<file path="config.mk">
export PLATFORM = sky130hd
export DESIGN_NAME = mac_kernel_sequencer_flat
export DESIGN_NICKNAME = d
export VERILOG_FILES = /design/src/rtl/mac_kernel_sequencer_pkg.sv /design/src/rtl/mac_kernel_sequencer_if.sv /design/src/rtl/mac_kernel_sequencer_mac.sv /design/src/rtl/mac_kernel_sequencer.sv /design/src/flat_wrapper.sv
export SDC_FILE = /design/constraint.sdc
export NUM_CORES = 1
export LEC_CHECK = 0
export ABC_AREA = 1
export BUFFER_PORTS_ARGS = -buffer_cell sky130_fd_sc_hd__buf_2
export CORE_ASPECT_RATIO = 1.2
export CORE_MARGIN = 4
export CORE_UTILIZATION = 30
export DETAILED_ROUTE_END_ITERATION = 16
export GPL_ROUTABILITY_DRIVEN = 0
export PLACE_DENSITY = 0.59
export SYNTH_ARGS = -nofsm -noshare
export SYNTH_HDL_FRONTEND = slang
export SYNTH_SLANG_ARGS = --single-unit
</file>
<file path="constraint.sdc">
create_clock -name Clk_i -period 15.05 [get_ports Clk_i]
set_clock_uncertainty 0.2 [all_clocks]
set_input_delay 1.505 -clock Clk_i [delete_from_list [all_inputs] [get_ports Clk_i]]
set_output_delay 1.505 -clock Clk_i [all_outputs]
set_load 0.02 [all_outputs]
</file>
<file path="src/rtl/mac_kernel_sequencer_pkg.sv">
// Shared constants and state encoding for the 3x3 kernel MAC sequencer.
// The accumulator width is derived here so every user agrees on it.
package mac_kernel_sequencer_pkg;

    localparam int TAPS = 9;

    typedef enum logic [1:0] {
        ST_IDLE = 2'd0,
        ST_RUN  = 2'd1,
        ST_DONE = 2'd2
    } state_t;

    // Nine full-scale products need 2*DATA_W + ceil(log2(9)) bits.
    function automatic int acc_width(input int data_w);
        return 2 * data_w + 4;
    endfunction

endpackage

</file>
<file path="src/rtl/mac_kernel_sequencer_if.sv">
// Window-in / result-out handshake bundle of the kernel sequencer.
// master = upstream window stage plus downstream writer, slave = sequencer.
interface mac_kernel_sequencer_if #(
    parameter int DATA_W = 8
);
    import mac_kernel_sequencer_pkg::*;

    localparam int ACC_W = acc_width(DATA_W);

    logic                   In_valid_i;
    logic                   In_ready_o;
    logic [TAPS*DATA_W-1:0] Pixels_i;
    logic [TAPS*DATA_W-1:0] Coefs_i;
    logic [TAPS-1:0]        Signs_i;
    logic                   Out_valid_o;
    logic                   Out_ready_i;
    logic [ACC_W-1:0]       Magnitude_o;
    logic [DATA_W-1:0]      Pixel_o;
    logic                   Busy_o;

    modport master (
        output In_valid_i, Pixels_i, Coefs_i, Signs_i, Out_ready_i,
        input  In_ready_o, Out_valid_o, Magnitude_o, Pixel_o, Busy_o
    );

    modport slave (
        input  In_valid_i, Pixels_i, Coefs_i, Signs_i, Out_ready_i,
        output In_ready_o, Out_valid_o, Magnitude_o, Pixel_o, Busy_o
    );

endinterface

</file>
<file path="src/rtl/mac_kernel_sequencer_mac.sv">
// Combinational multiply-accumulate: Result_o = Accum_i + Mult1_i * Mult2_i.
// Result_o carries one extra bit so the sum can never wrap.
module Mac #(
    parameter int MULT_SIZE  = 8,
    parameter int ACCUM_SIZE = 20
) (
    input  logic [MULT_SIZE-1:0]  Mult1_i,
    input  logic [MULT_SIZE-1:0]  Mult2_i,
    input  logic [ACCUM_SIZE-1:0] Accum_i,
    output logic [ACCUM_SIZE:0]   Result_o
);

    logic [2*MULT_SIZE-1:0] w_product;

    assign w_product = (2*MULT_SIZE)'(Mult1_i) * (2*MULT_SIZE)'(Mult2_i);
    assign Result_o  = (ACCUM_SIZE+1)'(Accum_i) + (ACCUM_SIZE+1)'(w_product);

endmodule

</file>
<file path="src/rtl/mac_kernel_sequencer.sv">
// Walks one shared Mac over the nine taps of a 3x3 window, keeping separate
// positive/negative accumulators, and presents |pos - neg| raw and saturated.
module mac_kernel_sequencer
    import mac_kernel_sequencer_pkg::*;
#(
    parameter int DATA_W = 8
) (
    input  logic                  Clk_i,
    input  logic                  Rst_n_i,
    mac_kernel_sequencer_if.slave io_bus
);

    localparam int ACC_W = acc_width(DATA_W);
    localparam int IDX_W = 4;

    state_t                 r_state;
    state_t                 w_next_state;
    logic [TAPS*DATA_W-1:0] r_pixels;
    logic [TAPS*DATA_W-1:0] r_coefs;
    logic [TAPS-1:0]        r_signs;
    logic [ACC_W-1:0]       r_acc_pos;
    logic [ACC_W-1:0]       r_acc_neg;
    logic [IDX_W-1:0]       r_idx;

    logic                   w_accept;
    logic                   w_last;
    logic [DATA_W-1:0]      w_pix;
    logic [DATA_W-1:0]      w_coef;
    logic                   w_sign;
    logic [ACC_W-1:0]       w_acc_sel;
    logic [ACC_W:0]         w_result;
    logic                   w_unused_carry;
    logic [ACC_W-1:0]       w_magnitude;

    always_ff @(posedge Clk_i or negedge Rst_n_i) begin
        if (!Rst_n_i) begin
            r_state <= ST_IDLE;
        end else begin
            r_state <= w_next_state;
        end
    end

    assign w_last = (r_idx == IDX_W'(TAPS - 1));

    always_comb begin
        w_next_state       = r_state;
        w_accept           = 1'b0;
        io_bus.In_ready_o  = 1'b0;
        io_bus.Out_valid_o = 1'b0;
        io_bus.Busy_o      = 1'b0;
        case (r_state)
            ST_IDLE: begin
                io_bus.In_ready_o = 1'b1;
                if (io_bus.In_valid_i) begin
                    w_accept     = 1'b1;
                    w_next_state = ST_RUN;
                end
            end
            ST_RUN: begin
                io_bus.Busy_o = 1'b1;
                if (w_last) begin
                    w_next_state = ST_DONE;
                end
            end
            ST_DONE: begin
                io_bus.Busy_o      = 1'b1;
                io_bus.Out_valid_o = 1'b1;
                if (io_bus.Out_ready_i) begin
                    w_next_state = ST_IDLE;
                end
            end
            default: begin
                w_next_state = ST_IDLE;
            end
        endcase
    end

    assign w_pix     = r_pixels[r_idx*DATA_W +: DATA_W];
    assign w_coef    = r_coefs[r_idx*DATA_W +: DATA_W];
    assign w_sign    = r_signs[r_idx];
    assign w_acc_sel = w_sign ? r_acc_neg : r_acc_pos;

    Mac #(
        .MULT_SIZE  (DATA_W),
        .ACCUM_SIZE (ACC_W)
    ) u_mac (
        .Mult1_i  (w_pix),
        .Mult2_i  (w_coef),
        .Accum_i  (w_acc_sel),
        .Result_o (w_result)
    );

    // The accumulator is sized for nine full-scale products, so the carry is always zero.
    assign w_unused_carry = w_result[ACC_W];

    always_ff @(posedge Clk_i or negedge Rst_n_i) begin
        if (!Rst_n_i) begin
            r_pixels  <= '0;
            r_coefs   <= '0;
            r_signs   <= '0;
            r_acc_pos <= '0;
            r_acc_neg <= '0;
            r_idx     <= '0;
        end else if (w_accept) begin
            r_pixels  <= io_bus.Pixels_i;
            r_coefs   <= io_bus.Coefs_i;
            r_signs   <= io_bus.Signs_i;
            r_acc_pos <= '0;
            r_acc_neg <= '0;
            r_idx     <= '0;
        end else if (r_state == ST_RUN) begin
            if (w_sign) begin
                r_acc_neg <= w_result[ACC_W-1:0];
            end else begin
                r_acc_pos <= w_result[ACC_W-1:0];
            end
            if (!w_last) begin
                r_idx <= r_idx + 1'b1;
            end
        end
    end

    assign w_magnitude = (r_acc_pos >= r_acc_neg) ? (r_acc_pos - r_acc_neg)
                                                  : (r_acc_neg - r_acc_pos);

    assign io_bus.Magnitude_o = w_magnitude;
    assign io_bus.Pixel_o     = (|w_magnitude[ACC_W-1:DATA_W]) ? {DATA_W{1'b1}}
                                                               : w_magnitude[DATA_W-1:0];

endmodule

</file>
<file path="src/flat_wrapper.sv">
// flat-port wrapper written by rule: the top's interface ports become plain ports
module mac_kernel_sequencer_flat import mac_kernel_sequencer_pkg::*;
#(
    parameter int DATA_W = 8
)
  (Clk_i, Rst_n_i, io_bus_In_valid_i, io_bus_Pixels_i, io_bus_Coefs_i, io_bus_Signs_i, io_bus_Out_ready_i, io_bus_In_ready_o, io_bus_Out_valid_o, io_bus_Magnitude_o, io_bus_Pixel_o, io_bus_Busy_o);
  mac_kernel_sequencer_if #(.DATA_W(DATA_W)) io_bus_i ();
  input  logic Clk_i;
  input  logic Rst_n_i;
  input wire logic [$bits(io_bus_i.In_valid_i)-1:0] io_bus_In_valid_i;
  input wire logic [$bits(io_bus_i.Pixels_i)-1:0] io_bus_Pixels_i;
  input wire logic [$bits(io_bus_i.Coefs_i)-1:0] io_bus_Coefs_i;
  input wire logic [$bits(io_bus_i.Signs_i)-1:0] io_bus_Signs_i;
  input wire logic [$bits(io_bus_i.Out_ready_i)-1:0] io_bus_Out_ready_i;
  output wire logic [$bits(io_bus_i.In_ready_o)-1:0] io_bus_In_ready_o;
  output wire logic [$bits(io_bus_i.Out_valid_o)-1:0] io_bus_Out_valid_o;
  output wire logic [$bits(io_bus_i.Magnitude_o)-1:0] io_bus_Magnitude_o;
  output wire logic [$bits(io_bus_i.Pixel_o)-1:0] io_bus_Pixel_o;
  output wire logic [$bits(io_bus_i.Busy_o)-1:0] io_bus_Busy_o;
  assign io_bus_i.In_valid_i = io_bus_In_valid_i;
  assign io_bus_i.Pixels_i = io_bus_Pixels_i;
  assign io_bus_i.Coefs_i = io_bus_Coefs_i;
  assign io_bus_i.Signs_i = io_bus_Signs_i;
  assign io_bus_i.Out_ready_i = io_bus_Out_ready_i;
  assign io_bus_In_ready_o = io_bus_i.In_ready_o;
  assign io_bus_Out_valid_o = io_bus_i.Out_valid_o;
  assign io_bus_Magnitude_o = io_bus_i.Magnitude_o;
  assign io_bus_Pixel_o = io_bus_i.Pixel_o;
  assign io_bus_Busy_o = io_bus_i.Busy_o;
  mac_kernel_sequencer #(.DATA_W(DATA_W)) u_core (.Clk_i(Clk_i), .Rst_n_i(Rst_n_i), .io_bus(io_bus_i));
endmodule
</file>
== Word level (Yosys, flattened, before mapping) ==
Cells that the tools add are included.

* Flip-flop bits (word level): 199
* Input port bits: 157
* Output and inout port bits: 31
* Word-level logic and storage cells: 56

* Add/sub/neg operators: 4
* Multipliers: 1
* Order comparisons: 2
* Equality and inequality tests: 8
* Shift-type cells: 2
* Mux-type cells: 23
* Reduce and logical (&&, ||, !) cells: 9

{| class="wikitable"
|+ Operators with widths
! operator !! count
|-
| $mux 20 || 8
|-
| $shiftx 72x8->8 || 2
|-
| $sub 20x20->20 || 2
|-
| $add 20x16->20 || 1
|-
| $ge 20x20->1 || 1
|-
| $mul 8x8->16 || 1
|-
| $mux 4 || 3
|-
| $reduce_or 12->1 || 1
|-
| $mux 8 || 1
|-
| $mux 1 || 6
|-
| $mux 2 || 3
|-
| $ne 2x1->1 const B || 3
|-
| $pmux 2 s3 || 1
|-
| $reduce_and 2->1 || 3
|-
| $lt 4x5->1 const B || 1
|-
| $add 4x1->4 const B || 1
|-
| $bmux 1 s4 || 1
|-
| $eq 4x4->1 const B || 1
|-
| $ne 2x2->1 const B || 2
|-
| $reduce_bool 2->1 || 2
|-
| $reduce_and 3->1 || 1
|-
| $eq 2x1->1 const B || 1
|-
| $eq 2x2->1 const B || 1
|-
| $logic_not 2->1 || 1
|-
| $reduce_or 2->1 || 1
|}

== Depth between registers and ports, before layout ==
Gate-level depths: netlist (run 1).

* Word-level depth: 7
* Mapped depth: 31
* Depth with buffers taken out: 28

== By module ==
Synthesis (run 1) repeated with hierarchy kept, for this count alone.

* Cells, all modules: 2279
* Area total of the unflattened synthesis: 15230.9 um2

{| class="wikitable"
|+ Modules (own cells, without submodules)
! module !! times used !! cells each !! area each (um2) !! seq. area each (um2)
|-
| mac_kernel_sequencer || 1 || 1790 || 12122.9 || 4979.8
|-
| Mac || 1 || 489 || 3108.0 || 0.0
|}

== Least setup slack after synthesis (run 1) ==
Ideal clock, no wire load.

* Path kind: reg-to-reg
* Start: reg u_core.r_idx[0]
* End: reg u_core.r_acc_neg[14]
* Library setup time: 0.065 ns
* Data arrival time: 5.156 ns
* Required time: 14.785 ns
* Setup slack: 9.629 ns
* Cell stages (with the launch flop): 28
* Buffers on the path: 3
* Period minus slack after synthesis: 5.421 ns
* Path through: dfrtp_1 > buf_2 > inv_2 > buf_2 > clkbuf_1 > o21ai_0 > o221ai_1 > o211ai_1 > nand2_1 > nand2_1 > fa_1 > inv_1 > fa_1 > fa_1 > inv_1 > fa_1 > inv_1 > ha_1 > nand2_1 > inv_1 > nand3_1 > o21ai_0 > nand2_1 > o21ai_0 > o21ai_0 > a21oi_1 > nand2_1 > nand2_1

* Word-level cells in the longest chain between the ends: 7
* Elaborated cells between the ends (all ways): 12
* Those cells by class: add/sub: 1; mul: 1; shift: 2; mux: 6; reduce/logical: 2

{| class="wikitable"
|+ RTL lines
! what !! RTL line !! RTL
|-
| start: declaration || mac_kernel_sequencer.sv:23 || <nowiki>logic [IDX_W-1:0] r_idx;</nowiki>
|-
| start signal: assignment || mac_kernel_sequencer.sv:118 || <nowiki>r_idx <= r_idx + 1'b1;</nowiki>
|-
| branches (longest 7 deep; another with $add 20x16->20) || - ||
|-
| end signal: assignment || mac_kernel_sequencer.sv:113 || <nowiki>r_acc_neg <= w_result[ACC_W-1:0];</nowiki>
|-
| end: declaration || mac_kernel_sequencer.sv:22 || <nowiki>logic [ACC_W-1:0] r_acc_neg;</nowiki>
|}

Parallel ways; which one is timed is not known. The select of a mux whose other input is x is not followed.
A chain may end at the register's enable or synchronous reset.

== Worst setup path in the final report (run 1) ==
* Start: reg u_core.r_idx[0]
* End: reg u_core.r_acc_pos[14]

* Word-level cells in the longest chain between the ends: 7
* Elaborated cells between the ends (all ways): 12
* Those cells by class: add/sub: 1; mul: 1; eq/ne: 1; shift: 2; mux: 6; reduce/logical: 1

{| class="wikitable"
|+ RTL lines
! what !! RTL line !! RTL
|-
| branches (longest 7 deep; another with $add 20x16->20) || - ||
|-
| end signal: assignment || mac_kernel_sequencer.sv:115 || <nowiki>r_acc_pos <= w_result[ACC_W-1:0];</nowiki>
|-
| end: declaration || mac_kernel_sequencer.sv:21 || <nowiki>logic [ACC_W-1:0] r_acc_pos;</nowiki>
|}

Parallel ways; which one is timed is not known. The select of a mux whose other input is x is not followed.

==> results of run 1 <==
==> per-stage QoR <==
stage / std cells / setup WS (ns) / instance area, sq um / hold WS [ns] / utilization
after CTS: 2963 / 8.154 / 17000 / 0.2811 / 0.3455
final: 2963 / 8.043 / 17000 / 0.2818 / 0.3455
after detailed placement: 2931 / 8.197 / 16380 / 0.2612 / 0.3327
after global placement: 2931 / 8.284 / 16380 / 0.2585 / 0.3327
after floorplan: 2179 / 9.629 / 14920 / 0.2436 / -
after global routing: 2963 / 7.526 / 17000 / 0.2995 / 0.3455
==> metal layers <==
layer	vias up	wire length, microns
li1	6955	-
met1	6543	20440
met2	457	21190
met3	71	2064
met4	0	1271
met5	-	0
==> layout make-up <==
class | count | area share
clock inverters | 15 | 0.01192
multi-input cells | 1575 | 0.4916
well taps | 637 | 0.04687
flip-flops and latches | 199 | 0.2929
inverters | 322 | 0.07123
repair buffers | 198 | 0.06041
clock buffers | 17 | 0.02502
==> kinds of logic (layout without fill, tap and decap cells) <==
| family | count (synthesis) | after routing | synth area share |
|---|---|---|---|
| AND/OR/NAND/NOR | 1172 | 1172 | 0.3137 |
| buffers and inverters | 405 | 552 | 0.1063 |
| AO/OA/AOI/OAI | 252 | 252 | 0.09687 |
| flip-flops | 199 | 199 | 0.3338 |
| adder cells (fa/ha/maj) | 137 | 137 | 0.1411 |
| XOR/XNOR | 14 | 14 | 0.008219 |
==> critical path, delay by kind of cell, from the launching register on <==
kind            cells  cell delay [ns]
fa+ha+maj           5             2.09
buf+inv             8             1.76
flops               1             0.59
simple gates        8             0.80
compound gates      6             1.43
==> worst min path at each step <==
stage                                               start                              end  slack [ns]  cells after the start
after floorplan            u_core.r_coefs[16]$_DFFE_PN0P_   u_core.r_coefs[16]$_DFFE_PN0P_        0.24                      2
after global placement    u_core.r_pixels[12]$_DFFE_PN0P_  u_core.r_pixels[12]$_DFFE_PN0P_        0.26                      2
after detailed placement  u_core.r_pixels[15]$_DFFE_PN0P_  u_core.r_pixels[15]$_DFFE_PN0P_        0.26                      2
after CTS                 u_core.r_pixels[12]$_DFFE_PN0P_  u_core.r_pixels[12]$_DFFE_PN0P_        0.28                      2
after global routing      u_core.r_pixels[13]$_DFFE_PN0P_  u_core.r_pixels[13]$_DFFE_PN0P_        0.30                      2
final                     u_core.r_pixels[12]$_DFFE_PN0P_  u_core.r_pixels[12]$_DFFE_PN0P_        0.28                      2
==> state kept, by name, summed over array words and instances, names as in the netlist <==
name,cells
u_core.r_pixels,72
u_core.r_signs,9
u_core.r_state,2
u_core.r_acc_neg,20
u_core.r_coefs,72
u_core.r_acc_pos,20
u_core.r_idx,4
==> layout by cell type, fill, tap and decap left out, drive strengths merged, types with 3 or more instances in the layout <==
cell type and count:
a21oi 45, a32o 5, buf 197, clkbuf 18, clkinv 7, dfrtp 199
fa 52, ha 85, inv 327, nand2 958, nand3 62, nand4 14
nor2 126, nor3 7, o211ai 11, o21ai 149, o21bai 3, o221ai 22
o22ai 12, xnor2 4, xor2 10
==> metrics.txt, run 1 <==
final setup fails 0; grt total ovfl 0; post_cts resized 0; WL final 44970 microns; vias in the first global route 13920; DRT Pass-1 Iters 6; Synth area leaders dfrtp_1 33%, nand2_1 24%, inv_1 7.8%, ha_1 7.1%, fa_1 7.0%; worst-path maximum fanout between 70 and 80; met1 Use GR 0.2254; Rows 89; fin crit period 7.007 ns; Worst Setup End Kind flop; RSZ-0062 raised after global routing false; Core ar. 49220 sq um; cell mode on critical path nand2_1; CTS Root Cell clkbuf_16; Yosys cell types 45; Net count, final between 2000 and 3000; Starting Density 0.3031; post-DR vias/cell around 4.7; relative slew slack 0.3215; crit path capture u_core.r_acc_pos[14]$_DFFE_PN0P_; IO Count 188; synthesis-to-finish area growth 13.98%; outcome finished clean; die area 53370 sq um; hold-fix buffers at CTS 0; TNS Setup 0 ns; setup slack, reg-to-reg 8.04 ns; Die Wd 211.6 microns; Hold Crit Class reg -> reg; Worst setup SP type flop; Final Hold Viols 0; total CTS buffers 17; Worst-Margin Slew 1.018 ns; met2 GRT Util 0.2780; post-DR wirelength/cell 15.18 microns; critical path class reg -> reg; CTS tree done; origin of the critical flop-to-flop path u_core.r_idx[0]$_DFFE_PN0P_; reg2reg path depth 27; Vias 14030; Clk pin slew, worst setup/hold paths 0.08 ns; DP HPWL 34750 microns; post-synth top area share 0.3338; DRT iter0 DRCs 972; EDFF count, synth 0; syn_nets 2473; synth cell count leaders 941 x nand2_1, 309 x inv_1, 199 x dfrtp_1; layout cells sized above 1 0.1204; Filler Cell Count 5382; count of input and output buffers 187; f_max 142.7 MHz; gate count after technology mapping 2179; register area 4981 sq um; ys async rst share 1.000; Most used DFF post-synth dfrtp_1; busiest layer in global routing met2; postcts setup bufs 0; Synth area leader dfrtp_1; Die Ht 252.3 microns; n_diodes 0; Synth Area per Inst 6.846 sq um; CP required 15.25 ns; Mapped Area 14920 sq um; Seq cells post-synth 199; Final Max Slew Viols 0; Worst Setup SP u_core.r_idx[0]$_DFFE_PN0P_; clock sink total just under 200; wire length of the first global-routing pass just over 70000 microns; M3 GR Usage 0.02024; Multi-input gate area 8359 sq um; CP arrival 7.20 ns; Skew-Pair Late Insertion Delay 0.46 ns; post-synthesis sequential area ratio 0.3338; most common cell in the netlist nand2_1; Residual DRC 0; gr usage total 0.1665; largest net degree at the start of global routing 100; final period utilization 0.4656; initial antenna violation count 0; H-tree depth 4; Critical-path top delay cell fa_1; Reg-to-Reg End u_core.r_acc_pos[14]$_DFFE_PN0P_; Synth Warn # 0; Routed Antenna Nets 0; max cap viols 0; Crit path largest cell delay roughly 0.6 ns; maximum clock insertion buffer count 2
Power of run 1 is not shown: default switching activity piles up to over one toggle a cycle in this logic, so the estimate is an artifact.
==> inputs of run 2 (changes only) <==
PLACE_DENSITY = 0.6   (was 0.59)
clock period = 5.95 ns   (was 15.05 ns; I/O delays follow)
==> run 2 against run 1 <==
  * The run now ends with negative hold slack left
  * Maximum frequency is 25% higher
  * Sequential cell count is the same
  * Non-clock buffer count grew 19
  * Register-to-register slack worse by 7.7 ns
  * Global-route usage decreased by 0.25 points
  * Design area is 1.2% higher
  * Critical endpoint is now u_core.r_acc_neg[13]$_DFFE_PN0P_
  * Highest routed layer unchanged
==> metrics.txt, run 2 (same netlist as run 1, synthesis figures left out) <==
hold-fix buffers at CTS 0; cell mode on critical path fa_1; post-DR vias/cell 4.669; largest net degree at the start of global routing 162; commonest non-fill, non-tap cell in the layout nand2_1; WL final roughly 44000 microns; Final Hold Viols 11; Worst Setup End Kind flop; Worst setup SP type flop; Final Max Slew Viols 0; M3 GR Usage 0.01862; Hold Crit Class in -> async; CP arrival 5.77 ns; Worst-Margin Slew 0.8980 ns; violated checks negative hold slack; final worst slack around 0.34 ns; Top Registers u_core.r_coefs (72), u_core.r_pixels (72); critical path class reg -> reg; hold_ws -0.008886 ns; Vias approximately 14000; Die Ht ~250 microns; die area ~53000 sq um; max cap viols 0; Finished Layout Cells 2981; Skew-Pair Late Insertion Delay 0.45 ns; maximum clock insertion buffer count 2; count of input and output buffers around 190; synthesis-to-finish area growth 15.35%; Bufs and invs on worst path 5; DRT Pass-1 Iters 7; Rows slightly below 90; f_max about 180 MHz; DP Area 16570 sq um; Die Wd 211.6 microns; initial antenna violation count 0; pre-CTS setup slack roughly 0.23 ns; gr usage total 0.1639; final period utilization 0.9436; vias in the first global route 13910; Critical-path top delay cell fa_1; relative slew slack 0.4013; outcome complete, but fails checks; Core ar. 49220 sq um; DRT iter0 DRCs 1050; final setup fails 0; Filler Cell Count 5322; Residual DRC 0; DP HPWL approximately 34000 microns; n_diodes 0; CP required between 6 and 7 ns; CTS tree done; Inst Count DP a little under 3000; Final Cell Area 17210 sq um; met2 GRT Util 0.2777; grt total ovfl 0; worst-path maximum fanout 53; post-DR wirelength/cell roughly 15 microns; clock sink total 199; layout cells sized above 1 0.1340; IO Count between 150 and 200; Clk pin slew, worst setup/hold paths 0.08 ns; busiest layer in global routing met2; wire length of the first global-routing pass approximately 71000 microns; Worst path top cell family by delay adder cells; CTS Root Cell clkbuf_16; most frequent cells in the layout 934 x nand2_1, 309 x inv_1, 198 x dfrtp_1; fin crit period 5.614 ns; TNS Setup 0 ns; critical-path cell list inv_2, buf_12, nor2_1, o22ai_2, o211ai_1, nand2_1, nand2_1, fa_1, inv_1, fa_1, inv_1, fa_1, fa_1, inv_1, ha_1, nand3_1, nand2_1, a21boi_1, o21ai_0, nand3_1, nand4_1, nand3_1, o21ai_0; Crit path largest cell delay 0.51 ns; Starting Density 0.3031; H-tree depth 4; Net count, final 2626; Routed Antenna Nets 0; met1 Use GR 0.2231; total CTS buffers 17
==> run 2: cell types whose count changed in the layout (fill, tap and decap cells not counted), moves of 4 or more <==
| cell | before | now |
|---|---|---|
| o22ai_1 | 12 | 5 |
| nand2_2 | 15 | 21 |
| clkinv_8 | 5 | 1 |
| buf_4 | 11 | 25 |
| nand2_1 | 940 | 934 |
| o21ai_0 | 146 | 140 |
| o22ai_2 | 0 | 7 |
| o21ai_1 | 3 | 9 |
| buf_12 | 0 | 5 |
==> run 2: worst register-to-register path, stage by stage, from the launching register on <==
cell and delay, ns:
dfrtp_2 0.47, inv_2 0.14, buf_12 0.23, nor2_1 0.13
o22ai_2 0.29, o211ai_1 0.14, nand2_1 0.14, nand2_1 0.10
fa_1 0.51, inv_1 0.05, fa_1 0.49, inv_1 0.05
fa_1 0.48, fa_1 0.48, inv_1 0.04, ha_1 0.34
nand3_1 0.09, nand2_1 0.15, a21boi_1 0.10, o21ai_0 0.27
nand3_1 0.15, nand4_1 0.10, nand3_1 0.12, o21ai_0 0.23
==> run 2: final cells by class <==
type                            count  area, sq um  share of cell area
Multi-Input combinational cell   1575         8428              0.4898
Sequential cell                   199         4981              0.2895
Timing Repair Buffer              217         1232             0.07162
Inverter                          322         1214             0.07053
Tap cell                          637        797.0             0.04632
Clock buffer                       19        442.9             0.02574
Clock inverter                     12        112.6            0.006544
==> run 2: path summary, 6_finish.rpt <==
check | to | slack (ns) | cells past startpoint | start
setup / recovery | u_core.r_acc_neg[13]$_DFFE_PN0P_ | 0.34 | 23 | u_core.r_idx[0]$_DFFE_PN0P_
hold / removal | u_core.r_coefs[6]$_DFFE_PN0P_ | -0.009 | 1 | Rst_n_i
setup reg to reg | u_core.r_acc_neg[13]$_DFFE_PN0P_ | 0.34 | 23 | u_core.r_idx[0]$_DFFE_PN0P_
hold reg to reg | u_core.r_coefs[46]$_DFFE_PN0P_ | 0.28 | 2 | u_core.r_coefs[46]$_DFFE_PN0P_
max in group asynchronous | u_core.r_idx[0]$_DFFE_PN0P_ | 4.23 | 2 | Rst_n_i
min in group Clk_i | u_core.r_pixels[35]$_DFFE_PN0P_ | 0.13 | 3 | io_bus_Pixels_i[35]
==> run 2: per-layer routing <==
| layer | vias up | share of wire |
|---|---|---|
| met3 | 64 | 0.051 |
| met1 | 6425 | 0.45 |
| met5 | - | 0 |
| met2 | 445 | 0.47 |
| li1 | 6983 | - |
| met4 | 0 | 0.027 |
==> run 2: stage by stage <==
stage	hold WS (ns)	utilization
2_1_floorplan	0.09941	-
3_3_place_gp	0.2574	0.3366
3_5_place_dp	0.2601	0.3366
4_1_cts	0.002496	0.3479
5_1_grt	0.03622	0.3496
6_report	-0.008886	0.3496
==> run 2: what timing repair did <==
action,4_1_cts,5_1_grt
endpoints found under the setup margin,0,16
gates resized for setup,0,25
setup buffers,0,2
Power of run 2 is left out for the same reason.
